==> src/rtl/ss_pkg.sv <==
// Shared constants and types for the 7-segment scan controller.
package ss_pkg;

  localparam logic [7:0] SEG_BLANK = 8'hFF;

  typedef enum logic {BLANK, ON} phase_e;

  // Active-low anodes: all n digits off.
  function automatic logic [7:0] an_all_off(input int n);
    return 8'((32'd1 << n) - 32'd1);
  endfunction

endpackage

==> src/rtl/ss_scan_ctrl_if.sv <==
// Update handshake and display pins of the scan controller.
interface ss_scan_ctrl_if #(parameter int N_DIGITS = 4);

  logic                    upd_req;
  logic [4*N_DIGITS-1:0]   upd_data;
  logic [N_DIGITS-1:0]     upd_dp;
  logic [N_DIGITS-1:0]     upd_en;
  logic                    lzb_en;
  logic                    upd_ack;
  logic                    upd_pend;
  logic [7:0]              seg;
  logic [N_DIGITS-1:0]     an;

  modport master (
    output upd_req, upd_data, upd_dp, upd_en, lzb_en,
    input  upd_ack, upd_pend, seg, an
  );

  modport slave (
    input  upd_req, upd_data, upd_dp, upd_en, lzb_en,
    output upd_ack, upd_pend, seg, an
  );

endinterface

==> src/rtl/ss_decoder.sv <==
// Hex nibble to active-low segments g..a (no decimal point).
module ss_decoder (
  input  logic [3:0] nib,
  output logic [6:0] seg_n
);

  always_comb begin
    seg_n = 7'h7F;
    case (nib)
      4'h0: seg_n = 7'h40;
      4'h1: seg_n = 7'h79;
      4'h2: seg_n = 7'h24;
      4'h3: seg_n = 7'h30;
      4'h4: seg_n = 7'h19;
      4'h5: seg_n = 7'h12;
      4'h6: seg_n = 7'h02;
      4'h7: seg_n = 7'h78;
      4'h8: seg_n = 7'h00;
      4'h9: seg_n = 7'h10;
      4'hA: seg_n = 7'h08;
      4'hB: seg_n = 7'h03;
      4'hC: seg_n = 7'h46;
      4'hD: seg_n = 7'h21;
      4'hE: seg_n = 7'h06;
      4'hF: seg_n = 7'h0E;
      default: seg_n = 7'h7F;
    endcase
  end

endmodule

==> src/rtl/ss_scan_ctrl.sv <==
// Multiplexed common-anode 7-segment scanner with blanking between digits
// and frame-aligned application of new display data.
module ss_scan_ctrl
  import ss_pkg::*;
#(
  parameter int N_DIGITS  = 4,
  parameter int DIGIT_CYC = 50000,
  parameter int BLANK_CYC = 500
) (
  input  logic           clk,
  input  logic           rst_n,
  ss_scan_ctrl_if.slave  bus
);

  localparam int CNT_W = $clog2(DIGIT_CYC);
  localparam int IDX_W = (N_DIGITS > 1) ? $clog2(N_DIGITS) : 1;
  localparam logic [7:0]          AN_OFF8 = an_all_off(N_DIGITS);
  localparam logic [N_DIGITS-1:0] AN_OFF  = AN_OFF8[N_DIGITS-1:0];

  logic [CNT_W-1:0]      cnt_q, cnt_d;
  logic [IDX_W-1:0]      idx_q, idx_d;
  phase_e                phase_q, phase_d;
  logic [4*N_DIGITS-1:0] disp_data_q, disp_data_d, pend_data_q, pend_data_d;
  logic [N_DIGITS-1:0]   disp_dp_q, disp_dp_d, pend_dp_q, pend_dp_d;
  logic [N_DIGITS-1:0]   disp_en_q, disp_en_d, pend_en_q, pend_en_d;
  logic                  pend_q, pend_d, ack_q, ack_d;
  logic [N_DIGITS-1:0]   an_q, an_d;
  logic [7:0]            seg_q, seg_d;

  logic                  cnt_last, idx_last, frame_end, visible, seen_nz;
  logic [N_DIGITS-1:0]   lzb_mask;
  logic [3:0]            nib;
  logic [6:0]            dec_seg;

  ss_decoder u_dec (.nib(nib), .seg_n(dec_seg));

  assign nib = disp_data_q[{idx_q, 2'b00} +: 4];

  // Scan position; phase is registered alongside cnt so it always matches it.
  always_comb begin
    cnt_last  = (cnt_q == CNT_W'(DIGIT_CYC - 1));
    idx_last  = (idx_q == IDX_W'(N_DIGITS - 1));
    frame_end = cnt_last && idx_last;
    cnt_d     = cnt_last ? '0 : cnt_q + 1'b1;
    idx_d     = idx_q;
    if (cnt_last) idx_d = idx_last ? '0 : idx_q + 1'b1;
    phase_d   = (cnt_d < CNT_W'(BLANK_CYC)) ? BLANK : ON;
  end

  // Pending data moves to the display only at the frame wrap; a request in
  // that same cycle is captured after the transfer and waits a full frame.
  always_comb begin
    disp_data_d = disp_data_q;
    disp_dp_d   = disp_dp_q;
    disp_en_d   = disp_en_q;
    pend_data_d = pend_data_q;
    pend_dp_d   = pend_dp_q;
    pend_en_d   = pend_en_q;
    pend_d      = pend_q;
    ack_d       = 1'b0;
    if (frame_end && pend_q) begin
      disp_data_d = pend_data_q;
      disp_dp_d   = pend_dp_q;
      disp_en_d   = pend_en_q;
      pend_d      = 1'b0;
      ack_d       = 1'b1;
    end
    if (bus.upd_req) begin
      pend_data_d = bus.upd_data;
      pend_dp_d   = bus.upd_dp;
      pend_en_d   = bus.upd_en;
      pend_d      = 1'b1;
    end
  end

  // Leading zeros: a digit is blank when it and every digit above it are zero.
  always_comb begin
    lzb_mask = '0;
    seen_nz  = 1'b0;
    for (int i = N_DIGITS - 1; i >= 0; i--) begin
      seen_nz     = seen_nz | (disp_data_q[4*i +: 4] != 4'h0);
      lzb_mask[i] = bus.lzb_en && !seen_nz && (i != 0);
    end
  end

  always_comb begin
    visible = (phase_q == ON) && disp_en_q[idx_q] && !lzb_mask[idx_q];
    an_d    = AN_OFF;
    seg_d   = SEG_BLANK;
    if (visible) begin
      an_d[idx_q] = 1'b0;
      seg_d       = {~disp_dp_q[idx_q], dec_seg};
    end
  end

  always_ff @(posedge clk) begin
    if (!rst_n) begin
      cnt_q       <= '0;
      idx_q       <= '0;
      phase_q     <= BLANK;
      disp_data_q <= '0;
      disp_dp_q   <= '0;
      disp_en_q   <= '0;
      pend_data_q <= '0;
      pend_dp_q   <= '0;
      pend_en_q   <= '0;
      pend_q      <= 1'b0;
      ack_q       <= 1'b0;
      an_q        <= AN_OFF;
      seg_q       <= SEG_BLANK;
    end else begin
      cnt_q       <= cnt_d;
      idx_q       <= idx_d;
      phase_q     <= phase_d;
      disp_data_q <= disp_data_d;
      disp_dp_q   <= disp_dp_d;
      disp_en_q   <= disp_en_d;
      pend_data_q <= pend_data_d;
      pend_dp_q   <= pend_dp_d;
      pend_en_q   <= pend_en_d;
      pend_q      <= pend_d;
      ack_q       <= ack_d;
      an_q        <= an_d;
      seg_q       <= seg_d;
    end
  end

  assign bus.upd_ack  = ack_q;
  assign bus.upd_pend = pend_q;
  assign bus.an       = an_q;
  assign bus.seg      = seg_q;

endmodule

==> src/flat_wrapper.sv <==
// flat-port wrapper written by rule: the top's interface ports become plain ports
module ss_scan_ctrl_flat import ss_pkg::*;
#(
  parameter int N_DIGITS  = 4,
  parameter int DIGIT_CYC = 50000,
  parameter int BLANK_CYC = 500
)
  (clk, rst_n, bus_upd_req, bus_upd_data, bus_upd_dp, bus_upd_en, bus_lzb_en, bus_upd_ack, bus_upd_pend, bus_seg, bus_an);
  ss_scan_ctrl_if #(.N_DIGITS(N_DIGITS)) bus_i ();
  input  logic clk;
  input  logic rst_n;
  input wire logic [$bits(bus_i.upd_req)-1:0] bus_upd_req;
  input wire logic [$bits(bus_i.upd_data)-1:0] bus_upd_data;
  input wire logic [$bits(bus_i.upd_dp)-1:0] bus_upd_dp;
  input wire logic [$bits(bus_i.upd_en)-1:0] bus_upd_en;
  input wire logic [$bits(bus_i.lzb_en)-1:0] bus_lzb_en;
  output wire logic [$bits(bus_i.upd_ack)-1:0] bus_upd_ack;
  output wire logic [$bits(bus_i.upd_pend)-1:0] bus_upd_pend;
  output wire logic [$bits(bus_i.seg)-1:0] bus_seg;
  output wire logic [$bits(bus_i.an)-1:0] bus_an;
  assign bus_i.upd_req = bus_upd_req;
  assign bus_i.upd_data = bus_upd_data;
  assign bus_i.upd_dp = bus_upd_dp;
  assign bus_i.upd_en = bus_upd_en;
  assign bus_i.lzb_en = bus_lzb_en;
  assign bus_upd_ack = bus_i.upd_ack;
  assign bus_upd_pend = bus_i.upd_pend;
  assign bus_seg = bus_i.seg;
  assign bus_an = bus_i.an;
  ss_scan_ctrl #(.N_DIGITS(N_DIGITS), .DIGIT_CYC(DIGIT_CYC), .BLANK_CYC(BLANK_CYC)) u_core (.clk(clk), .rst_n(rst_n), .bus(bus_i));
endmodule
==> config.mk <==
export PLATFORM = sky130hd
export DESIGN_NAME = ss_scan_ctrl_flat
export DESIGN_NICKNAME = d
export VERILOG_FILES = /design/src/rtl/ss_pkg.sv /design/src/rtl/ss_scan_ctrl_if.sv /design/src/rtl/ss_decoder.sv /design/src/rtl/ss_scan_ctrl.sv /design/src/flat_wrapper.sv
export SDC_FILE = /design/constraint.sdc
export NUM_CORES = 1
export LEC_CHECK = 0
export ABC_AREA = 1
export CORE_ASPECT_RATIO = 1.5
export CORE_MARGIN = 4
export CORE_UTILIZATION = 52
export CTS_BUF_LIST = sky130_fd_sc_hd__clkbuf_4 sky130_fd_sc_hd__clkbuf_8
export CTS_CLUSTER_DIAMETER = 30
export CTS_CLUSTER_SIZE = 25
export DETAILED_ROUTE_END_ITERATION = 16
export GPL_TIMING_DRIVEN = 0
export PLACE_DENSITY = 0.78
export SYNTH_ARGS = -nofsm -noshare
export SYNTH_HDL_FRONTEND = slang
export SYNTH_SLANG_ARGS = --single-unit
==> constraint.sdc <==
create_clock -name clk -period 1.92 [get_ports clk]
set_input_delay 0.384 -clock clk [delete_from_list [all_inputs] [get_ports clk]]
set_output_delay 0.384 -clock clk [all_outputs]
set_load 0.01 [all_outputs]
==> flow_summary.ini <==
[timing]
finalSetupTns_ns = 0
timing.final.crit_share = 0.943
maxSlewHeadroom = 0.484
fin_worst_skew_ns = 0.0106
max_freq_mhz = 553
hold_violations = 0
setup_viol = 0
finalCriticalPeriod_ns = 1.81
layout_setup_ws_ns = 0.110
drv_slew = 0
tightest_slew_ns = 0.774

[global_route]
grt_usage = 0.217
busiest_layer = met2
use_met1 = 0.223
overflow = 0
grt_pass1_wl_mm = 14.5
grt_max_degree = 14
grt_use_met3 = 0.0374
antenna_found_initial = 0
grt_pass1_vias = 3238
met2_usage = 0.411

[worst_setup_path]
crit_end = u_core.bus.seg[0]
cp.arrival_ns = 2.05
critPathLaunch = u_core.idx_q[0]
rrSetupSlack_ns = 0.11
required_ns = 2.16
reg2reg_to = u_core.bus.seg[0]
cp_top_family = compound AO/OA/AOI/OAI gates
r2r_start = u_core.idx_q[0]
reg2reg_depth = 9
critical-path-slowest-cell = dfxtp_4
crit_type = reg -> reg
cp_slowest_stage_delay_ns = 0.40
worstPathCellList = buf_2, o21ai_0, o21ai_2, inv_1, ha_1, nand2_1, inv_1, nor2_1, o21ai_0
critical_path_buf_inv_count = 3
worstSetupPathDepth = 9
crit_fanout = 10
crit_path_end_kind = register
start_kind = register

[synth]
synth.area.top_cells = dfxtp_1, nor2_1, nand2_1
yosysWarnings = 0
avgSynthCellArea_um2 = 7.41
synth_top_cell_by_area = dfxtp_1
yosysSeqAreaShare = 0.447
ys_ff_latch = 81
synth.distinct_cells = 31
syn-cell-area_um2 = 3620
synthCells = 489
syn_nets = 528
synth_top_area_share = 0.447

[flow_run]
drv_cap = 0

[pwr]
leakage_nw = 1.79
power.internal_mw = 2.28
sw_frac_of_total = 0.242
p_comb_frac = 0.064
peakVddDrop_mv = 0.441
power_switching_mw = 0.729
power_density_nw_per_um2 = 679
p_seq_frac = 0.577
power_frac_clock = 0.359

[hold_path]
hp-class = reg -> reg

[finish]
antennaDiodeCount = 0
fin_nets = 589
final_cells = 633
final_layout_size_suffix_gt1_frac = 0.121
postLayoutCoreUtil = 0.652
syn_to_final_growth_pct = 22.5

[die]
die_h_um = 110
start_util = 0.533
rows = 37
die_x_um = 76.2
io_pins = 42
core-area_um2 = 6810
die_area_um2 = 8400

[place]
port_buffers = 40
gp_congestion = 0.956
dp_cells = 607
hpwl_mm = 6.69
post-place-ws_ns = -0.392

[drt]
wire_per_inst_um = 14.2
route.detailed.drc = 0
viasPerCell = 5.31
wl_mm = 8.98
drt-initial-drc-count = 160
drtAntennaViolNets = 0
vias = 3360
dr.pass1.iters = 5

[cts]
root_buffer = clkbuf_8
clockBufferDepth = 2
clkSlewWorstSetupHoldPaths_ns = 0.08
clock_sinks = 81
cts_tree = built
htree_num_levels = 3
clk_latency_ns = 0.36
numCtsBuffers = 9

[status]
status = finished, final reports clean
cell type report:
| cell class | instances | area [um^2] |
|---|---|---|
| Tap cell | 78 | 97.6 |
| Clock inverter | 6 | 35.0 |
| Fill cell | 589 | 2370 |
| Inverter | 55 | 210 |
| Clock buffer | 10 | 131 |
| Buffer | 21 | 115 |
| Sequential cell | 81 | 1630 |
| Multi-Input combinational cell | 332 | 1750 |
| Timing Repair Buffer | 50 | 473 |
power groups by stage:
stage                     logic (mW)  clock network [mW]  registers (mW)
after floorplan               0.0942                   0            1.77
after global placement         0.180                   0            1.77
after detailed placement       0.184                   0            1.78
after CTS                      0.186                1.10            1.74
after global routing           0.212                1.17            1.74
final                          0.192                1.08            1.74
per-layer routing:
metal / vias up / part of all wire
li1: 1708 / -
met5: - / 0
met4: 0 / 0.038
met1: 1537 / 0.39
met3: 27 / 0.041
met2: 88 / 0.53
layout by cell type (no fill, tap or decap), types with 2 or more instances in the layout:
cell	synthesis	routed
a211oi_1	2	2
a211oi_2	13	13
a21oi_1	33	32
buf_1	2	2
buf_2	1	2
buf_4	2	12
buf_6	2	3
clkbuf_1	14	11
clkbuf_8	0	9
clkdlybuf4s50_1	0	40
clkinv_2	0	4
clkinvlp_4	0	3
dfxtp_1	81	77
dfxtp_2	0	2
dfxtp_4	0	2
ha_1	11	10
inv_1	52	51
inv_2	2	2
nand2_1	81	80
nand2_2	3	2
nand2_4	0	2
nand3_1	23	23
nand4_1	4	4
nor2_1	89	88
nor3_1	3	3
nor4_1	2	2
o211ai_1	3	3
o21ai_0	52	49
o21ai_2	0	4
o21bai_1	3	3
xnor2_1	2	2
synthesized netlist by cell type:
| library cell | n |
|---|---|
| nor2_1 | 89 |
| dfxtp_1 | 81 |
| nand2_1 | 81 |
| inv_1 | 52 |
| o21ai_0 | 52 |
| a21oi_1 | 33 |
| nand3_1 | 23 |
| clkbuf_1 | 14 |
| a211oi_2 | 13 |
| ha_1 | 11 |
| nand4_1 | 4 |
| nand2_2 | 3 |
| nor3_1 | 3 |
| o211ai_1 | 3 |
| o21bai_1 | 3 |
| a211oi_1 | 2 |
| buf_1 | 2 |
| buf_4 | 2 |
| buf_6 | 2 |
| inv_2 | 2 |
| nor4_1 | 2 |
| o21ai_1 | 2 |
| xnor2_1 | 2 |
| a221oi_1 | 1 |
| a31oi_1 | 1 |
| buf_2 | 1 |
| clkinv_1 | 1 |
| nand3b_1 | 1 |
| nor2_2 | 1 |
| nor3b_4 | 1 |
| xor2_1 | 1 |
how the worst min path moves through the flow:
| stage | from | endpoint | depth (start not counted) |
|---|---|---|---|
| final | u_core.pend_en_q[1] | u_core.pend_en_q[1] | 2 |
| after detailed placement | u_core.disp_dp_q[3] | u_core.disp_dp_q[3] | 2 |
| after floorplan | u_core.disp_dp_q[3] | u_core.disp_dp_q[3] | 2 |
| after global placement | u_core.disp_data_q[0] | u_core.disp_data_q[0] | 2 |
| after global routing | u_core.disp_dp_q[0] | u_core.disp_dp_q[0] | 2 |
| after CTS | u_core.cnt_q[0] | u_core.cnt_q[0] | 1 |
what timing repair did:
| item | in CTS | in global routing |
|---|---|---|
| resized for setup | 13 | 18 |
| pin swaps | 1 | 3 |
| endpoints found under the setup margin | 37 | 32 |
| cloned | 0 | 1 |
| hold buffers | 0 | 0 |
| endpoints found under the hold margin | 0 | 0 |
| setup buffers | 3 | 6 |
flip-flops by register name (all words and copies together) (netlist names):
register             cells
u_core.disp_data_q      16
u_core.pend_en_q         4
u_core.cnt_q            16
u_core.pend_data_q      16
u_core.bus.upd_pend      1
u_core.idx_q             2
u_core.disp_dp_q         4
u_core.bus.seg           8
u_core.pend_dp_q         4
u_core.bus.an            4
u_core.bus.upd_ack       1
u_core.phase_q           1
u_core.disp_en_q         4
stage by stage:
stage / power (mW) / cell area [um^2] / hold WS, ns
after floorplan: 1.87 / 3620 / 0.424
after global placement: 1.95 / 4120 / 0.440
after detailed placement: 1.96 / 4120 / 0.448
after CTS: 3.03 / 4350 / 0.442
after global routing: 3.12 / 4440 / 0.471
final: 3.01 / 4440 / 0.460
cell families (layout without fill, tap and decap cells):
group,Yosys count,count (layout),synth area share
buf+inv,76,142,0.0853
flops,81,81,0.447
fa+ha+maj,11,11,0.0380
simple gates,208,208,0.236
compound gates,110,110,0.186
xor+xnor,3,3,0.00725
tightest hold or removal path, cell delays in order, from the launching register on:
cell and delay, ns:
dfxtp_1 0.30, inv_1 0.06, a21oi_1 0.06
No activity file was read; power rests on OpenSTA's default activity.
